File: src/rtl/seq_divider_if.sv
// Handshake and data bundle for seq_divider.
// The div_by_zero signal exists only when SEQ_DIVIDER_ZERO_DETECT_EN is defined.
interface seq_divider_if;
  logic       start;
  logic [7:0] dividend;
  logic [3:0] divisor;
  logic       busy;
  logic       done;
  logic [7:0] quotient;
  logic [3:0] remainder;
`ifdef SEQ_DIVIDER_ZERO_DETECT_EN
  logic       div_by_zero;

  modport master (
    output start, dividend, divisor,
    input  busy, done, quotient, remainder, div_by_zero
  );
  modport slave (
    input  start, dividend, divisor,
    output busy, done, quotient, remainder, div_by_zero
  );
`else
  modport master (
    output start, dividend, divisor,
    input  busy, done, quotient, remainder
  );
  modport slave (
    input  start, dividend, divisor,
    output busy, done, quotient, remainder
  );
`endif
endinterface

File: src/rtl/seq_divider.sv
// 8-bit by 4-bit restoring sequential divider, one quotient bit per RUN cycle.
// Optional feature: SEQ_DIVIDER_ZERO_DETECT_EN adds div_by_zero and finishes a
// zero-divisor request after a single idle cycle instead of iterating.
module seq_divider (
  input  logic          clk,
  input  logic          rst,
  seq_divider_if.slave  bus
);

  typedef enum logic [1:0] {StIdle, StRun, StDone} state_e;

  state_e      state_q, state_d;
  logic [7:0]  dvd_q, dvd_d;   // dividend shifts out MSB first, quotient bits shift in
  logic [3:0]  dvs_q, dvs_d;
  logic [4:0]  pr_q, pr_d;     // partial remainder
  logic [2:0]  cnt_q, cnt_d;
  logic [7:0]  quo_q, quo_d;
  logic [3:0]  rem_q, rem_d;
`ifdef SEQ_DIVIDER_ZERO_DETECT_EN
  logic        dbz_q, dbz_d;
  logic        pend_q, pend_d; // zero-divisor request waiting its one idle cycle
`endif

  logic [4:0]  shifted;
  logic        ge;
  logic [4:0]  step_pr;
  logic        accept;

  // One restoring step on the current partial remainder.
  always_comb begin
    shifted = {pr_q[3:0], dvd_q[7]};
    ge      = (shifted >= {1'b0, dvs_q});
    step_pr = ge ? (shifted - {1'b0, dvs_q}) : shifted;
  end

  // Next-state and datapath updates.
  always_comb begin
    state_d = state_q;
    dvd_d   = dvd_q;
    dvs_d   = dvs_q;
    pr_d    = pr_q;
    cnt_d   = cnt_q;
    quo_d   = quo_q;
    rem_d   = rem_q;
    accept  = 1'b0;
`ifdef SEQ_DIVIDER_ZERO_DETECT_EN
    dbz_d   = dbz_q;
    pend_d  = pend_q;
`endif

    unique case (state_q)
      StIdle: begin
`ifdef SEQ_DIVIDER_ZERO_DETECT_EN
        if (pend_q) begin
          state_d = StDone;
          quo_d   = 8'hFF;
          rem_d   = 4'h0;
          dbz_d   = 1'b1;
          pend_d  = 1'b0;
        end else begin
          accept = bus.start;
        end
`else
        accept = bus.start;
`endif
      end
      StRun: begin
        pr_d  = step_pr;
        dvd_d = {dvd_q[6:0], ge};
        cnt_d = cnt_q - 3'd1;
        if (cnt_q == 3'd0) begin
          state_d = StDone;
          // A zero divisor naturally yields all-ones; remainder is forced clean.
          quo_d   = {dvd_q[6:0], ge};
          rem_d   = (dvs_q == 4'h0) ? 4'h0 : step_pr[3:0];
`ifdef SEQ_DIVIDER_ZERO_DETECT_EN
          dbz_d   = 1'b0;
`endif
        end
      end
      StDone: begin
        accept  = bus.start;
        state_d = StIdle;
      end
      default: state_d = StIdle;
    endcase

    if (accept) begin
      dvd_d   = bus.dividend;
      dvs_d   = bus.divisor;
      pr_d    = 5'd0;
      cnt_d   = 3'd7;
      state_d = StRun;
`ifdef SEQ_DIVIDER_ZERO_DETECT_EN
      if (bus.divisor == 4'h0) begin
        state_d = StIdle;
        pend_d  = 1'b1;
      end
`endif
    end
  end

  // State and datapath registers, cleared asynchronously.
  always_ff @(posedge clk or posedge rst) begin
    if (rst) begin
      state_q <= StIdle;
      dvd_q   <= 8'd0;
      dvs_q   <= 4'd0;
      pr_q    <= 5'd0;
      cnt_q   <= 3'd0;
      quo_q   <= 8'd0;
      rem_q   <= 4'd0;
`ifdef SEQ_DIVIDER_ZERO_DETECT_EN
      dbz_q   <= 1'b0;
      pend_q  <= 1'b0;
`endif
    end else begin
      state_q <= state_d;
      dvd_q   <= dvd_d;
      dvs_q   <= dvs_d;
      pr_q    <= pr_d;
      cnt_q   <= cnt_d;
      quo_q   <= quo_d;
      rem_q   <= rem_d;
`ifdef SEQ_DIVIDER_ZERO_DETECT_EN
      dbz_q   <= dbz_d;
      pend_q  <= pend_d;
`endif
    end
  end

  // Outputs decoded from state and result registers.
  assign bus.busy      = (state_q == StRun);
  assign bus.done      = (state_q == StDone);
  assign bus.quotient  = quo_q;
  assign bus.remainder = rem_q;
`ifdef SEQ_DIVIDER_ZERO_DETECT_EN
  assign bus.div_by_zero = dbz_q;
`endif

endmodule

File: src/flat_wrapper.sv
// flat-port wrapper written by rule: the top's interface ports become plain ports
module seq_divider_flat 
  (clk, rst, bus_start, bus_dividend, bus_divisor, bus_busy, bus_done, bus_quotient, bus_remainder);
  seq_divider_if bus_i ();
  input  logic clk;
  input  logic rst;
  input wire logic [$bits(bus_i.start)-1:0] bus_start;
  input wire logic [$bits(bus_i.dividend)-1:0] bus_dividend;
  input wire logic [$bits(bus_i.divisor)-1:0] bus_divisor;
  output wire logic [$bits(bus_i.busy)-1:0] bus_busy;
  output wire logic [$bits(bus_i.done)-1:0] bus_done;
  output wire logic [$bits(bus_i.quotient)-1:0] bus_quotient;
  output wire logic [$bits(bus_i.remainder)-1:0] bus_remainder;
  assign bus_i.start = bus_start;
  assign bus_i.dividend = bus_dividend;
  assign bus_i.divisor = bus_divisor;
  assign bus_busy = bus_i.busy;
  assign bus_done = bus_i.done;
  assign bus_quotient = bus_i.quotient;
  assign bus_remainder = bus_i.remainder;
  seq_divider u_core (.clk(clk), .rst(rst), .bus(bus_i));
endmodule
File: config.mk
export PLATFORM = sky130hd
export DESIGN_NAME = seq_divider_flat
export DESIGN_NICKNAME = d
export VERILOG_FILES = /design/src/rtl/seq_divider_if.sv /design/src/rtl/seq_divider.sv /design/src/flat_wrapper.sv
export SDC_FILE = /design/constraint.sdc
export NUM_CORES = 1
export LEC_CHECK = 0
export CAP_MARGIN = 15
export CORE_ASPECT_RATIO = 0.5
export CORE_MARGIN = 1.5
export CORE_UTILIZATION = 35
export CTS_CLUSTER_SIZE = 25
export DETAILED_ROUTE_END_ITERATION = 8
export MAX_ROUTING_LAYER = met4
export PLACE_DENSITY = 0.67
export SYNTH_ARGS = -nofsm -noshare
export SYNTH_HDL_FRONTEND = slang
export SYNTH_SLANG_ARGS = --single-unit
File: constraint.sdc
create_clock -name clk -period 5.8 [get_ports clk]
set_clock_uncertainty 0.15 [all_clocks]
set_input_delay 0.58 -clock clk [delete_from_list [all_inputs] [get_ports clk]]
set_output_delay 0.58 -clock clk [all_outputs]
set_load 0.02 [all_outputs]
Yosys cells after proc, flatten, opt, wreduce, memory -nomap -nowiden
Index checks and enable logic that the tools add are counted.
W data, S select, Z words.
- $add $sub $neg: 2
- magnitude comparators: 1
- equality and inequality tests: 4
- muxes and demuxes: 12
- reductions and logical operators: 7
- operators by type and width (kind ; number):
    $mux W4 ; 4
    $mux W8 ; 2
    $mux W3 ; 2
    $ge A5 B4 Y1 ; 1
    $logic_not A4 Y1 ; 1
    $mux W2 ; 2
    $pmux W2 S2 ; 1
    $reduce_and A2 Y1 ; 2
    $sub A4 B4 Y4 ; 1
    $logic_not A3 Y1 ; 1
    $ne A3 B1 Y1 const B ; 1
    $sub A3 B1 Y3 const B ; 1
    $eq A2 B1 Y1 const B ; 1
    $eq A2 B2 Y1 const B ; 1
    $logic_not A2 Y1 ; 1
    $ne A2 B1 Y1 const B ; 1
    $reduce_bool A2 Y1 ; 1
    $reduce_or A2 Y1 ; 1
    $mux W1 ; 1
- register bits after elaboration: 33
- input bits: 15
- logic and storage cells: 33

Depth between registers and ports, before layout
- depth after elaboration: 5
- gate-level depth with buffers: 7
- mapped depth without buffers: 7

Worst setup path before layout
No wires, ideal clock.
- kind: flip-flop to flip-flop
- from: register u_core.pr_q[1]
- to: register u_core.rem_q[0] (netlist: u_core.bus.remainder[0])
- arrival: 1.608 ns
- data required time: 5.529 ns
- path slack: 3.921 ns
- cell stages (with the launch flop): 6
- path buffers: 0
- period minus slack after synthesis: 1.879 ns
- path through: dfrtp_1 -> ha_1 -> o21a_1 -> a21boi_4 -> or3_1 -> a32o_2
- longest elaborated chain between the ends: 3
- ends and longest elaborated chain (what ; line ; RTL):
    start: declaration ; seq_divider.sv:15 ; logic [4:0] pr_q, pr_d;
    start signal: assignment ; seq_divider.sv:121 ; pr_q <= pr_d;
    $ge A5 B4 Y1 ; seq_divider.sv:32 ; ge = (shifted >= {1'b0, dvs_q});
    $mux W4 ; seq_divider.sv:33 ; step_pr = ge ? (shifted - {1'b0, dvs_q}) : shifted;
    $mux W4 ; seq_divider.sv:75 ; rem_d = (dvs_q == 4'h0) ? 4'h0 : step_pr[3:0];
    end signal: assignment ; seq_divider.sv:124 ; rem_q <= rem_d;
    end: declaration ; seq_divider.sv:18 ; logic [3:0] rem_q, rem_d;
Every way passes these cells.
A chain may end at the register's enable or synchronous reset.

Final worst setup path
- from: register u_core.state_q[1]
- to: output port bus_busy
- longest elaborated chain between the ends: 1
- ends and longest elaborated chain (what ; line ; RTL):
    start: declaration ; seq_divider.sv:12 ; state_e state_q, state_d;
    start signal: assignment ; seq_divider.sv:106 ; state_q <= StIdle;
    start signal: assignment ; seq_divider.sv:118 ; state_q <= state_d;
    $eq A2 B1 Y1 ; seq_divider.sv:133 ; assign bus.busy = (state_q == StRun);
    end: declaration ; flat_wrapper.sv:10 ; output wire logic [$bits(bus_i.busy)-1:0] bus_busy;
Every way passes these cells.

==> results.yml <==
clock_tree:
  clkTransAtPathRegs_ns: 0.06
  cts_buffer_depth: 2
  cts_setup_buffers: 0
  clock_latency_ns: 0.28
  h-tree-depth: 2
  clock-sinks: 33
  cts_hold_buf: 0
  ctsRootBufferMaster: "clkbuf_8"
  numCtsBuffers: 5
  cts_resized: 0
  cts_tree: "built"
global_routing:
  grt_pass1_vias: 1243
  grt_max_degree: 34
  grt_usage_pct: 16.8
  antenna_found_initial: 0
  globalRoute.totalOverflow: 0
  grt_pass1_wl_mm: 6.10
critical_path:
  end_kind: "output pin"
  timing.rr.start: "u_core.cnt_q[0]$_DFFE_PP0P_"
  cp-endpoint: "bus_busy"
  crit_start: "u_core.state_q[1]$_DFFE_PP0P_"
  startpoint_type: "register"
  cp_top_family: "buffers and inverters"
  rrSetupSlack_ns: 3.53
  crit_arrival_ns: 2.00
  worst_path_max_delay_cell: "clkdlybuf4s50_1"
  cpPeakStageDelay_ns: 0.67
  worst-path-buf-inv: 2
  cp.depth: 3
  crit_type: "reg2out"
  cp_max_fo: 19
  r2r-end: "u_core.bus.remainder[1]$_DFFE_PP0P_"
  path_cells: "nand2b_1 -> inv_2 -> clkdlybuf4s50_1"
  worst_ep_required_time_ns: 5.07
  r2r_cells: 6
finish:
  drive_above_1_share_pct: 8.81
  final_net_count: 216
  antenna_cells: 0
  area.growth.synth_to_final_pct: 25.6
  fillerInstances: 380
timing:
  maxSlewHeadroom_pct: 30.8
  final-setup-viol-count: 0
  slew_viol_final: 0
  min_period_ns: 2.73
  tightestPinTransition_ns: 1.04
  max_freq_mhz: 367
  rsz0062_at_grt: "false"
  hold_viol: 0
  whs_ns: 0.330
  fin_crit_sh_pct: 47.0
  finalSetupTns_ns: 0
synthesis:
  synth_top_family_by_area: "simple AND/OR/NAND/NOR gates"
  yosysWarnings: 0
  synth_top_area_share_pct: 52.4
  synth-seq-cells: 33
  synthXorXnorAreaFrac_pct: 0.556
  yosysTopAreaCell: "dfrtp_1"
  synthArstFlopShare_pct: 100
  synth.distinct_cells: 36
  synthSimpleGateAreaFrac_pct: 21.0
  synth.area.mux_share_pct: 0
  synth.cell_area_um2: 1580
  synth-compound-area-share_pct: 16.0
  synth_edf_count: 0
  syn-instance-count: 164
  syn_nets: 186
  yosysSeqAreaShare_pct: 52.4
  synthAdderAreaFrac_pct: 6.04
  synth-main-ff-cell: "dfrtp_1"
  synth.avg_cell_area_um2: 9.61
  synth_area_leaders: "dfrtp_1 52%, nand2_1 11%, ha_1 4.8%"
run_status:
  status: "complete, no violations"
drt:
  dr.max_layer_used: "met4"
  wl_met2_mm: 1.69
  wl_met1_mm: 1.69
  wirelength_mm: 3.59
  first_iter_violations: 54
  vias_per_cell: 5.18
  wire_per_inst_um: 14.5
  drtPass1Iterations: 4
  drc_errors: 0
  vias: 1279
  postRouteAntennaNets: 0
  wl_met3_um: 137
power:
  ir_drop_v: 0.000165
  p_leak_uw: 0.000908
  power_density_nw_per_um2: 630
floorplanning:
  core-area_um2: 4100
  start_util_pct: 38.4
  pin_count: 29
  die_w_um: 97.9
  rows: 16
  die_y_um: 50.4
  dieArea_um2: 4940
hold_path:
  hold_path.class: "reg2reg"
  min_path_cells: 2
placed_design:
  dp_hpwl_mm: 2.56
  place.gp.congestion: 0.897
  numPortBuffers: 28
run:
  maxCapViolations: 0
[area by class of cell]
type                    count  area [um2]  share of cell area [%]
clock buffers               5        68.8                    3.48
inverters                  10        37.5                    1.90
multi-input cells         115         686                    34.7
clock inverters             1        5.00                   0.253
flip-flops and latches     33         826                    41.7
well taps                  54        67.6                    3.42
repair buffers             29         288                    14.5
[flip-flops by register name, indices dropped and copies added, names as in the netlist]
name and flops:
u_core.state_q 2, u_core.bus.quotient 8, u_core.bus.remainder 4, u_core.cnt_q 3, u_core.dvd_q 8, u_core.pr_q 4
u_core.dvs_q 4
[Yosys cell counts, drive strengths merged, types with 2 or more instances]
| library cell | instances |
|---|---|
| nand2 | 46 |
| dfrtp | 33 |
| inv | 10 |
| o21ai | 10 |
| nor2 | 9 |
| ha | 6 |
| a22oi | 5 |
| a32o | 4 |
| a21oi | 3 |
| a31oi | 3 |
| buf | 3 |
| clkbuf | 3 |
| nand2b | 3 |
| nor2b | 3 |
| nor3 | 3 |
| and3 | 2 |
| o211ai | 2 |
| or3 | 2 |
[through the flow]
step           setup WS, ns  cells  instance area (um2)  power [uW]  utilization (%)
2_1_floorplan          3.92    164                 1580         880                -
3_3_place_gp           3.21    241                 1900        1060             46.4
3_5_place_dp           3.14    241                 1900        1090             46.4
4_1_cts                3.06    247                 1980        1250             48.2
5_1_grt                2.98    247                 1980        1340             48.2
6_report               3.07    247                 1980        1250             48.2
[worst min-delay path, delay by kind of cell (launching register included)]
family	cells	cell delay (ns)
flops	1	0.34
simple gates	2	0.11
[cells in the final DEF (no fill, tap or decap), types with 3 or more instances in the layout]
master,synthesis,final
clkbuf_8,0,5
nand2_1,45,45
inv_1,8,8
dfrtp_1,33,33
nor2_2,3,3
a22oi_1,5,5
a31oi_1,3,3
nor2b_1,3,3
nor3_1,3,3
a21oi_1,3,3
nand2b_1,3,3
nor2_1,6,6
o21ai_1,10,10
ha_1,6,6
clkdlybuf4s50_1,0,28
[worst min path at each step]
| stage | slack [ns] | startpoint | endpoint |
|---|---|---|---|
| after floorplan | 0.29 | u_core.cnt_q[0]$_DFFE_PP0P_ | u_core.cnt_q[0]$_DFFE_PP0P_ |
| after global placement | 0.31 | u_core.cnt_q[0]$_DFFE_PP0P_ | u_core.cnt_q[0]$_DFFE_PP0P_ |
| after detailed placement | 0.32 | u_core.bus.quotient[6]$_DFFE_PP0P_ | u_core.bus.quotient[6]$_DFFE_PP0P_ |
| after CTS | 0.33 | u_core.bus.quotient[3]$_DFFE_PP0P_ | u_core.bus.quotient[3]$_DFFE_PP0P_ |
| after global routing | 0.36 | u_core.bus.quotient[7]$_DFFE_PP0P_ | u_core.bus.quotient[7]$_DFFE_PP0P_ |
| final | 0.33 | u_core.bus.quotient[2]$_DFFE_PP0P_ | u_core.bus.quotient[2]$_DFFE_PP0P_ |
[logic make-up after synthesis]
group | count (synthesis)
compound gates | 34
xor+xnor | 1
fa+ha+maj | 7
buf+inv | 16
flops | 33
simple gates | 73
[power breakdown]
| group | total (uW) | leakage, uW | switching [uW] | internal (uW) |
|---|---|---|---|---|
| Combinational | 669 | 0.000467 | 376 | 292 |
| Clock | 157 | 0.0000399 | 78.6 | 78.8 |
| Sequential | 420 | 0.000401 | 76.8 | 343 |
| Total | 1250 | 0.000908 | 532 | 715 |
[per-layer routing]
layer	track usage, %	up-vias
met2	25.4	31
met5	-	-
met1	21.7	623
met3	3.90	7
li1	-	618
met4	7.86	0
No activity file was read; power rests on OpenSTA's default activity.
